### src/rtl/mem_stage_pkg.sv
// rtl/mem_stage_pkg.sv - shared size encodings, FSM states and byte-enable helper for the MEM stage
package mem_stage_pkg;

    localparam logic [1:0] SZ_NONE = 2'b00;
    localparam logic [1:0] SZ_WORD = 2'b01;
    localparam logic [1:0] SZ_HALF = 2'b10;
    localparam logic [1:0] SZ_BYTE = 2'b11;

    localparam int TIMEOUT_CYCLES = 255;

    typedef enum logic [0:0] {
        ST_IDLE   = 1'b0,
        ST_ACCESS = 1'b1
    } state_t;

    // Lane k covers bits [8k+7:8k]; halfwords are only ever at offset 0 or 2 here.
    function automatic logic [3:0] byte_en(input logic [1:0] size, input logic [1:0] off);
        case (size)
            SZ_WORD: byte_en = 4'b1111;
            SZ_HALF: byte_en = off[1] ? 4'b1100 : 4'b0011;
            SZ_BYTE: byte_en = 4'b0001 << off;
            default: byte_en = 4'b0000;
        endcase
    endfunction

endpackage

### src/rtl/load_align.sv
// rtl/load_align.sv - selects the addressed load lanes and sign-extends them to 32 bits
module load_align
    import mem_stage_pkg::*;
(
    input  logic [1:0]  size,
    input  logic [1:0]  offset,
    input  logic [31:0] MemRData,
    output logic [31:0] data
);

    logic [15:0] w_half;
    logic [7:0]  w_byte;

    always_comb begin
        w_half = offset[1] ? MemRData[31:16] : MemRData[15:0];
        case (offset)
            2'd0:    w_byte = MemRData[7:0];
            2'd1:    w_byte = MemRData[15:8];
            2'd2:    w_byte = MemRData[23:16];
            default: w_byte = MemRData[31:24];
        endcase
        case (size)
            SZ_HALF: data = {{16{w_half[15]}}, w_half};
            SZ_BYTE: data = {{24{w_byte[7]}}, w_byte};
            default: data = MemRData;
        endcase
    end

endmodule

### src/rtl/mem_stage_ctrl.sv
// rtl/mem_stage_ctrl.sv - MEM stage: data-memory handshake, stall, redirect and MEM/WB register
// Optional bus timeout enabled with `define MEM_TIMEOUT_EN.
module mem_stage_ctrl
    import mem_stage_pkg::*;
(
    input  logic        Clk,
    input  logic        Rst,
    input  logic        MemToReg,
    input  logic        RegWrite,
    input  logic        Branch,
    input  logic        Zero,
    input  logic        Jump,
    input  logic [1:0]  MemRead,
    input  logic [1:0]  MemWrite,
    input  logic [31:0] RegData2,
    input  logic [31:0] ALUResult,
    input  logic [31:0] AdderResult,
    input  logic [4:0]  R_destination,
    output logic        MemReq,
    output logic        MemWe,
    output logic [31:0] MemAddr,
    output logic [31:0] MemWData,
    output logic [3:0]  MemByteEn,
    input  logic        MemAck,
    input  logic [31:0] MemRData,
    output logic        Stall,
    output logic        PCSrc,
    output logic [31:0] BranchTarget,
    output logic        AlignErr,
    output logic        BusErr,
    output logic        MemToReg_out,
    output logic        RegWrite_out,
    output logic [31:0] ReadData_out,
    output logic [31:0] ALUResult_out,
    output logic [4:0]  R_destination_out
);

    state_t      r_state;
    state_t      w_next_state;
    logic        w_is_wr;
    logic [1:0]  w_size;
    logic [1:0]  w_off;
    logic        w_acc;
    logic        w_misalign;
    logic        w_start;
    logic        w_done;
    logic        w_timeout;
    logic [31:0] w_wdata;
    logic [31:0] w_load_data;
    logic [1:0]  r_size;
    logic [1:0]  r_off;
    logic        r_rd;

    // A store wins over a load when both size fields are non-zero.
    assign w_is_wr    = (MemWrite != SZ_NONE);
    assign w_size     = w_is_wr ? MemWrite : MemRead;
    assign w_off      = ALUResult[1:0];
    assign w_acc      = (w_size != SZ_NONE);
    assign w_misalign = ((w_size == SZ_WORD) && (w_off != 2'b00)) ||
                        ((w_size == SZ_HALF) && w_off[0]);
    assign w_start    = (r_state == ST_IDLE) && w_acc && !w_misalign;
    assign w_done     = (r_state == ST_ACCESS) && (MemAck || w_timeout);

    always_comb begin
        case (w_size)
            SZ_HALF: w_wdata = {2{RegData2[15:0]}};
            SZ_BYTE: w_wdata = {4{RegData2[7:0]}};
            default: w_wdata = RegData2;
        endcase
    end

`ifdef MEM_TIMEOUT_EN
    logic [7:0] r_cnt;
    logic       r_bus_err;

    assign w_timeout = (r_state == ST_ACCESS) && !MemAck && (r_cnt == 8'(TIMEOUT_CYCLES - 1));
    assign BusErr    = r_bus_err;

    always_ff @(posedge Clk) begin
        if (Rst) begin
            r_cnt     <= '0;
            r_bus_err <= 1'b0;
        end else begin
            r_bus_err <= w_timeout;
            if ((r_state == ST_ACCESS) && !MemAck && !w_timeout)
                r_cnt <= r_cnt + 8'd1;
            else
                r_cnt <= '0;
        end
    end
`else
    assign w_timeout = 1'b0;
    assign BusErr    = 1'b0;
`endif

    always_ff @(posedge Clk) begin
        if (Rst) r_state <= ST_IDLE;
        else     r_state <= w_next_state;
    end

    always_comb begin
        w_next_state = r_state;
        Stall        = 1'b0;
        case (r_state)
            ST_IDLE: begin
                if (w_start) begin
                    w_next_state = ST_ACCESS;
                    Stall        = 1'b1;
                end
            end
            ST_ACCESS: begin
                if (MemAck || w_timeout) w_next_state = ST_IDLE;
                else                     Stall        = 1'b1;
            end
            default: w_next_state = ST_IDLE;
        endcase
    end

    assign PCSrc        = ((Branch && Zero) || Jump) && !Stall;
    assign BranchTarget = AdderResult;

    always_ff @(posedge Clk) begin
        if (Rst) begin
            MemReq    <= 1'b0;
            MemWe     <= 1'b0;
            MemByteEn <= 4'b0000;
            MemAddr   <= '0;
            MemWData  <= '0;
            r_size    <= SZ_NONE;
            r_off     <= 2'b00;
            r_rd      <= 1'b0;
        end else if (w_start) begin
            MemReq    <= 1'b1;
            MemWe     <= w_is_wr;
            MemByteEn <= byte_en(w_size, w_off);
            MemAddr   <= {ALUResult[31:2], 2'b00};
            MemWData  <= w_wdata;
            r_size    <= w_size;
            r_off     <= w_off;
            r_rd      <= !w_is_wr;
        end else if (w_done) begin
            MemReq    <= 1'b0;
            MemWe     <= 1'b0;
            MemByteEn <= 4'b0000;
        end
    end

    load_align u_load_align (
        .size     (r_size),
        .offset   (r_off),
        .MemRData (MemRData),
        .data     (w_load_data)
    );

    // ReadData_out only moves on a genuine load completion, so stray acks leave it intact.
    always_ff @(posedge Clk) begin
        if (Rst) begin
            AlignErr          <= 1'b0;
            MemToReg_out      <= 1'b0;
            RegWrite_out      <= 1'b0;
            ReadData_out      <= '0;
            ALUResult_out     <= '0;
            R_destination_out <= '0;
        end else begin
            AlignErr <= (r_state == ST_IDLE) && w_acc && w_misalign;
            if (!Stall) begin
                MemToReg_out      <= MemToReg;
                RegWrite_out      <= RegWrite && !(w_acc && w_misalign) && !w_timeout;
                ALUResult_out     <= ALUResult;
                R_destination_out <= R_destination;
                if ((r_state == ST_ACCESS) && MemAck && r_rd)
                    ReadData_out <= w_load_data;
            end
        end
    end

endmodule

### config.mk
export PLATFORM = sky130hd
export DESIGN_NAME = mem_stage_ctrl
export DESIGN_NICKNAME = d
export VERILOG_FILES = /design/src/rtl/mem_stage_pkg.sv /design/src/rtl/load_align.sv /design/src/rtl/mem_stage_ctrl.sv
export SDC_FILE = /design/constraint.sdc
export NUM_CORES = 1
export LEC_CHECK = 0
export CELL_PAD_IN_SITES_DETAIL_PLACEMENT = 2
export CELL_PAD_IN_SITES_GLOBAL_PLACEMENT = 2
export CORE_MARGIN = 2
export CORE_UTILIZATION = 24
export DETAILED_ROUTE_END_ITERATION = 10
export PLACE_DENSITY_LB_ADDON = 0.1
export SYNTH_ARGS = -nofsm -noshare
export SYNTH_HDL_FRONTEND = slang
export SYNTH_SLANG_ARGS = --single-unit
### constraint.sdc
create_clock -name Clk -period 5.61 [get_ports Clk]
set_clock_uncertainty 0.1 [all_clocks]
set_input_delay 1.122 -clock Clk [delete_from_list [all_inputs] [get_ports Clk]]
set_output_delay 1.122 -clock Clk [all_outputs]
set_load 0.01 [all_outputs]
==> parameters.txt <==
Parameter                              Value

Run status
  Run status ... finished clean

Clocking
  Post-CTS setup buffers ... 0
  Number of instances resized during post-cts repair ... 0
  Clock edge transition at the registers on the reported setup and hold paths ... 0.06 ns
  Number of clock buffers inserted by TritonCTS ... 17
  Buffer levels on the longest clock path ... 2
  Worst-Skew Late Latency ... 0.43 ns
  Clock root buffer ... clkbuf_16
  # clock sinks ... 146
  Clock tree from TritonCTS ... done
  Maximum level of the CTS H-tree ... 4
  Number of buffers added to fix hold violations after cts ... 0

Power
  Total power consumption of the routed design ... 3.052 mW
  Reported net switching power ... 0.9408 mW
  Sw Ratio ... 30.82%
  Part of the power in the clock network ... 39.6%
  Internal ... 2.111 mW
  Power per cell area ... 302.1 nW/um^2
  Portion of total power attributed to sequential cells ... 38.4%
  Reported leakage power ... 3.498 nW
  Maximum ir drop on the vdd rail ... 0.0001351 V
  Logic pwr share ... 22.1%

Placement
  Global placer's final weighted congestion ... 0.7497
  Detailed placement HPWL ... 20560 um
  Cell Count Post-Placement ... 1385
  Port Buffer Count ... 254

STA
  Slew of the pin with the lowest slew margin ... 1.092 ns
  Relative slew slack ... 27.12%
  Setup TNS ... 0 ns
  Unrepaired setup endpoints after global routing ... false
  Final setup violation count ... 0
  Number of failing hold endpoints at the final stage ... 0
  Post-layout minimum cycle time ... 4.660 ns
  Peak clock frequency supported by timing ... 0.2146 GHz
  Minimum hold slack ... 0.3731 ns
  Slew Viols, Final ... 0
  Final period util ... 83.07%

Synthesis
  Ys async rst share ... 0%
  Xor-xnor portion of the synthesized cell area ... 0%
  Multiplexer share of the synthesized area ... 1.159%
  Warnings from Yosys ... 0
  Number of distinct library cells after synthesis ... 52
  Number of synthesized register bits ... 146
  Number of enable flip-flop cells after synthesis ... 0
  Proportion of synthesized chip area in sequential cells ... 42.32%
  Most frequent cells after synthesis ... 146 x dfxtp_1, 129 x a21oi_1, 91 x o21ai_0, 72 x nand2_1, 60 x nand3_1
  Post-Synth Simple-Gate Area ... 13.89%
  Area share of the leading cell type in the synthesized netlist ... 42.32%
  Cell count after synthesis ... 846
  Commonest register cell after synthesis ... dfxtp_1
  Compound-gate portion of the synthesized area ... 32.88%
  Cell type contributing the most total cell area after synthesis ... dfxtp_1
  Most frequent cell after synthesis ... dfxtp_1
  Top post-synthesis cells by area ... dfxtp_1 42%, a21oi_1 9.3%, o21ai_0 6.6%, nand3_1 4.3%, o211ai_1 4.3%
  Fraction of the mapped netlist area in adder cells ... 0%
  Post-Syn Area per Cell ... 8.164 um^2
  Combinational family with the most area after synthesis ... compound AO/OA/AOI/OAI gates
  Netlist area before placement ... 6907 um^2

Worst hold path
  Class of the worst hold path ... reg2reg

Global routing
  Number of antenna violations at the first check in global routing ... 1
  Number of global-route vias before repair ... 7786
  Largest net degree at the start of global routing ... 74
  Global-route wire length before repair ... 46950 um
  Overall track demand over capacity in global routing ... 19.86%
  Final global-route overflow total ... 0

Finish
  Final std cells w/o fill ... 1417
  Ant diodes ... 0
  Area Growth Syn to Fin ... 46.30%
  Layout net count ... 1165
  Final design utilization ... 35.40%
  Fraction of final layout cells with drive strength greater than 1 ... 9.390%
  FILL cells ... 3270

Drt
  Per-cell routed wire length ... 21.57 um
  First drt pass iteration count ... 7
  Remaining design rule violation count ... 0
  Antenna viol nets, final ... 0
  Routed vias/inst ... 5.068
  Routed WL ... 30570 um
  Total number of vias ... 7181
  Number of DRC markers in iteration 0 ... 257

Worst setup path
  Internal reg-to-reg setup slack ... 3.08 ns
  Critical Path, Cell by Cell ... clkdlybuf4s50_1 -> buf_4 -> nand4bb_1 -> nand3_2 -> o21ai_1 -> inv_1 -> nor2_1 -> clkdlybuf4s50_1
  Critical Path Fanout Max ... 11
  Cell with the largest stage delay on the worst path ... clkdlybuf4s50_1
  CP Capture Type ... output pin
  Worst Setup Path Type ... in2out
  Required time of the worst setup path ... 4.39 ns
  Startpoint Class ... input pin
  Worst endpoint data arrival time ... 3.44 ns
  Buffers & Inverters on Critical Path ... 4
  Top delay family on crit path ... buffers and inverters
  Most used cell along the critical path ... clkdlybuf4s50_1
  Longest individual stage delay on the worst path ... 0.61 ns

Floorplanning
  Initial Util ... 24.19%
  Floorplan die height ... 173.6 um
  Area of the core ... 28550 um^2
  Boundary Pins ... 322
  Horizontal die dimension ... 173.6 um
  Die area ... 30150 um^2
  Core Rows ... 62

Job
  Number of max-cap violations ... 0
cell families (layout without fill, tap and decap cells):
family / Yosys count / count (layout)
DFF: 146 / 146
muxes: 8 / 8
and+or+nand+nor: 201 / 201
buffers and inverters: 129 / 314
other: 1 / 3
AOI/OAI and AO/OA: 361 / 361
layout make-up:
| cell class | count | area [um^2] | share of cell area, % |
|---|---|---|---|
| Multi-Input combinational cell | 573 | 3371 | 33.36 |
| Inverter | 9 | 33.78 | 0.3343 |
| Clock inverter | 13 | 148.9 | 1.474 |
| Tap cell | 384 | 480.5 | 4.755 |
| Timing Repair Buffer | 273 | 2695 | 26.67 |
| Clock buffer | 19 | 452.9 | 4.482 |
| Sequential cell | 146 | 2923 | 28.93 |
worst register-to-register path, delay by kind of cell, from the launching register on:
family           cells  cell delay [ns]
flip-flops           1             0.89
AND/OR/NAND/NOR      1             0.10
multiplexers         1             0.42
AO/OA/AOI/OAI        2             0.87
state kept, by name, indices dropped and copies added (netlist names), 2 cells and up:
name and cells:
MemByteEn 4, MemWData 32, ReadData_out 32, r_size 2, MemAddr 30, R_destination_out 5
r_off 2, ALUResult_out 32
per-stage QoR:
stage	worst slack, ns	instance area (um^2)
after floorplan	2.166	6914
after global placement	1.039	9503
after detailed placement	0.9422	9503
after CTS	0.9070	10100
after global routing	0.7938	10100
final	0.9496	10100
power by group through the flow:
| stage | clock, mW | combinational, mW | sequential [mW] |
|---|---|---|---|
| 2_1_floorplan | 0 | 0.317 | 1.21 |
| 3_3_place_gp | 0 | 0.674 | 1.19 |
| 3_5_place_dp | 0 | 0.679 | 1.19 |
| 4_1_cts | 1.25 | 0.684 | 1.17 |
| 5_1_grt | 1.29 | 0.730 | 1.18 |
| 6_report | 1.21 | 0.674 | 1.17 |
final timing paths:
check / from / to / cells past startpoint
max: MemWrite[1] / PCSrc / 8
min: MemAddr[25]$_SDFFE_PP0P_ / MemAddr[25]$_SDFFE_PP0P_ / 2
max reg2reg: r_off[1]$_SDFFE_PP0P_ / ReadData_out[11]$_SDFFE_PP0P_ / 4
min reg2reg: MemAddr[25]$_SDFFE_PP0P_ / MemAddr[25]$_SDFFE_PP0P_ / 2
cells in the final DEF, fill, tap and decap left out, types with 3 or more instances in the layout:
cell type	Yosys	final
o32ai_1	8	8
nand2b_1	11	11
o211ai_1	40	40
mux2i_1	8	8
a31oi_1	8	8
a21oi_1	129	129
dfxtp_1	146	146
o21ai_2	13	12
clkinv_4	0	3
nand2_1	72	71
a21oi_2	11	10
a211oi_1	4	4
nor3_1	18	18
nor2_1	16	16
clkbuf_16	0	17
buf_4	38	19
a311oi_2	10	10
a311oi_1	8	8
o21ai_1	20	20
inv_1	6	6
clkinvlp_4	0	3
nand3_1	60	59
inv_6	0	4
clkdlybuf4s50_1	0	253
o21ai_0	91	91
and3_1	10	10
nor2b_1	3	3
conb_1	1	3
metal layers:
| layer | track usage [%] | up-vias | part of all wire, % |
|---|---|---|---|
| li1 | - | 3396 | - |
| met1 | 25.02 | 3548 | 44 |
| met2 | 32.72 | 193 | 47 |
| met3 | 6.053 | 42 | 7.1 |
| met4 | 5.847 | 2 | 1.7 |
| met5 | 0 | - | 0.043 |
Power figures use the tool's default switching activity.
